--- src/rtl/nn_pkg.sv ---
// Shared constants and FSM encoding for the output-layer argmax collector.
package nn_pkg;

   localparam int NUM_CLASSES_DEF = 10;
   localparam int RES_W_DEF       = 17;
   localparam int IDX_W           = 4;

   typedef logic [1:0] state_t;

   localparam state_t ST_IDLE    = 2'd0;
   localparam state_t ST_COLLECT = 2'd1;
   localparam state_t ST_DONE    = 2'd2;

endpackage

--- src/rtl/neuron_argmax_if.sv ---
// Result-strobe input and classification output bundle of the argmax collector.
interface neuron_argmax_if #(
   parameter int RES_W = nn_pkg::RES_W_DEF
) ();
   import nn_pkg::*;

   logic                    start;
   logic                    result_ready;
   logic signed [RES_W-1:0] result;
   logic                    busy;
   logic                    class_valid;
   logic [IDX_W-1:0]        class_idx;
   logic signed [RES_W-1:0] max_value;
   logic                    err_unexpected;

   modport master (
      output start, result_ready, result,
      input  busy, class_valid, class_idx, max_value, err_unexpected
   );

   modport slave (
      input  start, result_ready, result,
      output busy, class_valid, class_idx, max_value, err_unexpected
   );

endinterface

--- src/rtl/argmax_cmp.sv ---
// Signed strict-greater select; ties keep the current (lower-index) entry.
module argmax_cmp
   import nn_pkg::*;
#(
   parameter int RES_W = RES_W_DEF
) (
   input  logic signed [RES_W-1:0] cand_val_i,
   input  logic [IDX_W-1:0]        cand_idx_i,
   input  logic signed [RES_W-1:0] cur_val_i,
   input  logic [IDX_W-1:0]        cur_idx_i,
   output logic signed [RES_W-1:0] sel_val_o,
   output logic [IDX_W-1:0]        sel_idx_o
);

   logic take_cand;

   assign take_cand = (cand_val_i > cur_val_i);
   assign sel_val_o = take_cand ? cand_val_i : cur_val_i;
   assign sel_idx_o = take_cand ? cand_idx_i : cur_idx_i;

endmodule

--- src/rtl/neuron_argmax.sv ---
// Collects NUM_CLASSES serialized neuron results and reports the signed argmax;
// class_valid pulses one cycle after the last accepted strobe. No backpressure: every strobe in COLLECT is taken.
module neuron_argmax
   import nn_pkg::*;
#(
   parameter int NUM_CLASSES = NUM_CLASSES_DEF,
   parameter int RES_W       = RES_W_DEF
) (
   input logic            clk,
   input logic            rst_n,
   neuron_argmax_if.slave bus
);

   state_t                  state_q, state_d;
   logic [IDX_W-1:0]        cnt_q, cnt_d;
   logic [IDX_W-1:0]        idx_q, idx_d;
   logic signed [RES_W-1:0] max_q, max_d;
   logic                    valid_q, valid_d;
   logic                    err_q, err_d;
   logic                    busy_q, busy_d;

   logic signed [RES_W-1:0] sel_val;
   logic [IDX_W-1:0]        sel_idx;
   logic                    first;
   logic                    last;

   argmax_cmp #(.RES_W(RES_W)) u_cmp (
      .cand_val_i (bus.result),
      .cand_idx_i (cnt_q),
      .cur_val_i  (max_q),
      .cur_idx_i  (idx_q),
      .sel_val_o  (sel_val),
      .sel_idx_o  (sel_idx)
   );

   assign first = (cnt_q == '0);
   assign last  = (cnt_q == IDX_W'(NUM_CLASSES - 1));

   always_comb begin
      state_d = state_q;
      cnt_d   = cnt_q;
      idx_d   = idx_q;
      max_d   = max_q;
      valid_d = 1'b0;
      err_d   = err_q;
      // start outranks a coincident strobe in every state
      if (bus.start) begin
         state_d = ST_COLLECT;
         cnt_d   = '0;
         idx_d   = '0;
         max_d   = '0;
         err_d   = 1'b0;
      end else if (bus.result_ready) begin
         if (state_q == ST_COLLECT) begin
            idx_d = first ? cnt_q : sel_idx;
            max_d = first ? bus.result : sel_val;
            if (last) begin
               state_d = ST_DONE;
               valid_d = 1'b1;
            end else begin
               cnt_d = cnt_q + 1'b1;
            end
         end else begin
            err_d = 1'b1;
         end
      end
      busy_d = (state_d == ST_COLLECT);
   end

   always_ff @(posedge clk) begin
      if (!rst_n) begin
         state_q <= ST_IDLE;
         cnt_q   <= '0;
         idx_q   <= '0;
         max_q   <= '0;
         valid_q <= 1'b0;
         err_q   <= 1'b0;
         busy_q  <= 1'b0;
      end else begin
         state_q <= state_d;
         cnt_q   <= cnt_d;
         idx_q   <= idx_d;
         max_q   <= max_d;
         valid_q <= valid_d;
         err_q   <= err_d;
         busy_q  <= busy_d;
      end
   end

   assign bus.busy           = busy_q;
   assign bus.class_valid    = valid_q;
   assign bus.class_idx      = idx_q;
   assign bus.max_value      = max_q;
   assign bus.err_unexpected = err_q;

endmodule

--- src/flat_wrapper.sv ---
// flat-port wrapper written by rule: the top's interface ports become plain ports
module neuron_argmax_flat import nn_pkg::*;
#(
   parameter int NUM_CLASSES = NUM_CLASSES_DEF,
   parameter int RES_W       = RES_W_DEF
)
  (clk, rst_n, bus_start, bus_result_ready, bus_result, bus_busy, bus_class_valid, bus_class_idx, bus_max_value, bus_err_unexpected);
  neuron_argmax_if #(.RES_W(RES_W)) bus_i ();
  input logic clk;
  input logic rst_n;
  input wire logic [$bits(bus_i.start)-1:0] bus_start;
  input wire logic [$bits(bus_i.result_ready)-1:0] bus_result_ready;
  input wire logic [$bits(bus_i.result)-1:0] bus_result;
  output wire logic [$bits(bus_i.busy)-1:0] bus_busy;
  output wire logic [$bits(bus_i.class_valid)-1:0] bus_class_valid;
  output wire logic [$bits(bus_i.class_idx)-1:0] bus_class_idx;
  output wire logic [$bits(bus_i.max_value)-1:0] bus_max_value;
  output wire logic [$bits(bus_i.err_unexpected)-1:0] bus_err_unexpected;
  assign bus_i.start = bus_start;
  assign bus_i.result_ready = bus_result_ready;
  assign bus_i.result = bus_result;
  assign bus_busy = bus_i.busy;
  assign bus_class_valid = bus_i.class_valid;
  assign bus_class_idx = bus_i.class_idx;
  assign bus_max_value = bus_i.max_value;
  assign bus_err_unexpected = bus_i.err_unexpected;
  neuron_argmax #(.NUM_CLASSES(NUM_CLASSES), .RES_W(RES_W)) u_core (.clk(clk), .rst_n(rst_n), .bus(bus_i));
endmodule
--- config.mk ---
export PLATFORM = sky130hd
export DESIGN_NAME = neuron_argmax_flat
export DESIGN_NICKNAME = d
export VERILOG_FILES = /design/src/rtl/nn_pkg.sv /design/src/rtl/neuron_argmax_if.sv /design/src/rtl/argmax_cmp.sv /design/src/rtl/neuron_argmax.sv /design/src/flat_wrapper.sv
export SDC_FILE = /design/constraint.sdc
export NUM_CORES = 1
export LEC_CHECK = 0
export CELL_PAD_IN_SITES_DETAIL_PLACEMENT = 1
export CELL_PAD_IN_SITES_GLOBAL_PLACEMENT = 2
export CORE_MARGIN = 1.5
export CORE_UTILIZATION = 27
export DETAILED_ROUTE_END_ITERATION = 10
export PLACE_DENSITY_LB_ADDON = 0.1
export REMOVE_ABC_BUFFERS = 1
export SLEW_MARGIN = 40
export SYNTH_ARGS = -nofsm -noshare
export SYNTH_HDL_FRONTEND = slang
export SYNTH_SLANG_ARGS = --single-unit
--- constraint.sdc ---
create_clock -name clk -period 2.4 [get_ports clk]
set_input_delay 0.48 -clock clk [delete_from_list [all_inputs] [get_ports clk]]
set_output_delay 0.48 -clock clk [all_outputs]
set_load 0.005 [all_outputs]
==> impl_metrics.toml <==
[min_path]
min_path_cells = 2
holdPathEnd = "u_core.bus.err_unexpected"
min_path_type = "reg2reg"
hold_start = "u_core.bus.err_unexpected"

[global_route]
grt_pass1_wl_um = 8050
grt_start_max_net_pins = 29
antenna_found_initial = 0
grt_use_total_pct = 16.0
grt_pass1_vias = 1738
grt_remaining_overflow = 0

[detailed_routing]
drc_errors = 0
vias_per_cell = 4.94
drt_iter0_markers = 28
ant_nets = 0
vias = 1706
wl_per_cell_um = 15.3
wirelength_um = 5270
drtPass1Iterations = 4

[critical_path]
end_kind = "register"
startpoint_type = "primary input"
critPathMaxStageDelay_ns = 0.37
reg2reg_depth = 9
critPathTopFamily = "buffers and inverters"
r2r_end = "u_core.bus.max_value[10]"
reg2reg_slack_ns = 0.12
crit_path_top_delay_cell = "a211oi_4"
critPathBufInv = 4
path_max_fanout = 8
arrival_ns = 2.50
rr_startpoint = "u_core.bus.max_value[12]"
crit_type = "in2reg"
path_cells = "dlygate4sd2_1 -> ha_4 -> buf_4 -> o21ai_0 -> nor2_1 -> a211oi_4 -> buf_4 -> and3_4 -> buf_6 -> o21ai_0 -> a21oi_1"
worst_ep_required_time_ns = 2.61

[floorplanning]
die_height_um = 82.0
dieArea_mm2 = 0.00673
floorplan.initialDensity_pct = 28.2
rows = 28
core_area_mm2 = 0.00599
io_pins = 45
chipWidth_um = 82.0

[synthesis]
postSynthAreaPerCell_um2 = 8.31
synth_area_mm2 = 0.00169
ys_ff_latch = 30
synthXorXnorAreaFrac_pct = 1.04
yosys.area_share.simple_pct = 17.1
yosysWarnings = 0
synth_compound_area_share_pct = 23.0
synth_top_family_by_area = "compound AO/OA/AOI/OAI gates"
yosys.cell_types.count = 34
ys_seq_area_share_pct = 35.6
yosys-mux-area-fraction_pct = 0
syn_inst = 203
synth-adder-area-share_pct = 14.8

[job]
drv_cap = 0

[cts]
clock_path_buffers = 2
cts-root-buf = "clkbuf_8"
cts_tree = "yes"
clk_latency_ns = 0.29
clock-sinks = 30
clk_pin_slew_worst_paths_ns = 0.06
numCtsBuffers = 5
h-tree-depth = 2
hold_buffers = 0

[timing]
fin_ws_ns = 0.108
fmax_ghz = 0.436
setup_viol = 0
worst_slew_pin_slew_ns = 0.389
finalClockSkew_ns = 0.00806
maxSlewViolCount = 0
slew_headroom_pct = 74.0
post-route-period-util_pct = 95.5
hold_viol = 0
layout_min_cycle_time_ns = 2.29

[pwr]
vdd_drop_max_mv = 0.262
internal_power_uw = 971
p_sw_uw = 318
swShare_pct = 24.7
p_comb_share_pct = 19.5
p_clk_share_pct = 40.5
p_leak_nw = 1.07
seq_power_share_pct = 40.0
p_per_area_mw_per_mm2 = 468

[finish]
fin_util_pct = 46.0
multi_input_area_mm2 = 0.00119
diodes = 0
seqCellArea_um2 = 606
drive_gt1_share_pct = 23.0
fin_nets = 311
fillers = 682
syn2layout_area_growth_pct = 63.5

[place]
portBuffers = 44
dp_hpwl_um = 3520
place_congestion = 0.718
place_ws_ns = -0.425

[status]
status = "completed"
==> tightest hold or removal path: cells and delay by family, from the launching register on <==
kind	cells	cell delay [ns]
and+or+nand+nor	1	0.07
AOI/OAI and AO/OA	1	0.04
DFF	1	0.33
==> state kept, by name, indices dropped and copies added (netlist names) <==
signal and cells:
u_core.bus.err_unexpected 1, u_core.cnt_q 4, u_core.bus.max_value 17, u_core.bus.class_idx 4
u_core.bus.busy 1, u_core.bus.class_valid 1, u_core.state_q 2
==> synth_stat cells, drive strengths merged <==
master	n	area share (%)
a21oi	31	9.2
nor2	9	2.0
nand3	23	6.8
o41ai	1	0.96
nand4	6	2.6
nand3b	2	0.89
o31a	1	0.52
a221o	1	0.67
xnor2	1	0.52
o221ai	1	0.89
clkbuf	4	0.89
nand4b	1	0.52
nand2b	2	0.74
a211oi	2	1.2
xor2	1	0.52
nor3b	1	0.45
nand2	8	1.8
a221oi	1	0.89
o21a	3	1.3
dfxtp	30	36
a2bb2oi	1	0.52
and3	1	0.45
inv	20	4.5
nor3	2	0.89
o21ai	23	6.8
buf	7	3.0
ha	20	15
==> cell families (layout without fill, tap and decap cells) <==
kind of cell	after synthesis	in the layout
buffers and inverters	31	96
flip-flops	30	30
XOR/XNOR	2	2
AO/OA/AOI/OAI	65	67
adder cells (fa/ha/maj)	20	20
AND/OR/NAND/NOR	55	55
==> power groups by stage <==
| stage | logic (mW) | registers, mW | clock network, mW |
|---|---|---|---|
| finish | 0.251 | 0.516 | 0.523 |
| global route | 0.279 | 0.517 | 0.563 |
| CTS | 0.218 | 0.516 | 0.543 |
| detailed placement | 0.193 | 0.527 | 0 |
| global placement | 0.193 | 0.527 | 0 |
| floorplan | 0.0889 | 0.526 | 0 |
==> metrics by stage <==
stage / TNS, ns / power (mW) / instance area, um^2 / hold slack (ns) / std cells
final: 0 / 1.29 / 2760 / 0.472 / 345
after global routing: -0.0157 / 1.36 / 2760 / 0.503 / 345
after CTS: -0.0104 / 1.28 / 2520 / 0.481 / 341
after detailed placement: -8.46 / 0.720 / 2270 / 0.466 / 327
after global placement: -8.18 / 0.719 / 2270 / 0.460 / 327
after floorplan: 0 / 0.615 / 1620 / 0.460 / 192
==> worst max path at each step <==
stage / slack (ns) / endpoint / start / depth (start not counted)
after detailed placement: -0.42 / u_core.bus.class_idx[1] / bus_result[12] / 7
after global routing: -0.006 / u_core.bus.max_value[13] / u_core.bus.max_value[12] / 10
after floorplan: 0.05 / u_core.bus.class_idx[0] / bus_result[16] / 7
after CTS: -0.008 / u_core.bus.class_idx[2] / bus_result[2] / 10
final: 0.11 / u_core.bus.class_idx[2] / bus_result[16] / 11
after global placement: -0.42 / u_core.bus.class_idx[1] / bus_result[12] / 7
==> layout by cell type (no fill, tap or decap), types with 3 or more instances in the layout <==
master / synthesis / routed
dfxtp_2: 0 / 4
ha_1: 20 / 8
o21ai_0: 19 / 6
ha_4: 0 / 12
dfxtp_1: 30 / 26
o21ai_1: 4 / 17
o21a_1: 3 / 3
buf_6: 2 / 6
nor2_1: 9 / 9
nand3_1: 23 / 23
clkdlybuf4s50_1: 0 / 28
nand2_1: 8 / 8
buf_4: 2 / 19
inv_1: 20 / 20
a21oi_2: 0 / 3
nand4_1: 5 / 5
clkbuf_8: 0 / 6
dlymetal6s2s_1: 0 / 14
a21oi_1: 31 / 28
==> routing by layer <==
layer | global-route usage (%) | vias to the layer above | wire length (um)
li1 | - | 860 | -
met1 | 18.7 | 810 | 2340
met2 | 28.2 | 28 | 2700
met3 | 3.33 | 8 | 158
met4 | 6.27 | 0 | 75
met5 | 0 | - | 0
==> cell type report <==
class                      instances  share of cell area [%]
inverter                          20                    2.72
clock buffer                       6                    2.99
clock inverter                     1                    1.09
timing repair buffer              69                    24.8
tap                               75                    3.40
sequential                        30                    22.0
multi-input combinational        144                    43.1
==> what timing repair did <==
action                                  CTS  global route
setup buffers                             6             3
gates cloned                              1             1
pin swaps                                 8            19
endpoints found under the setup margin   21            21
gates resized for setup                  14            49
No activity file was read; power rests on OpenSTA's default activity.
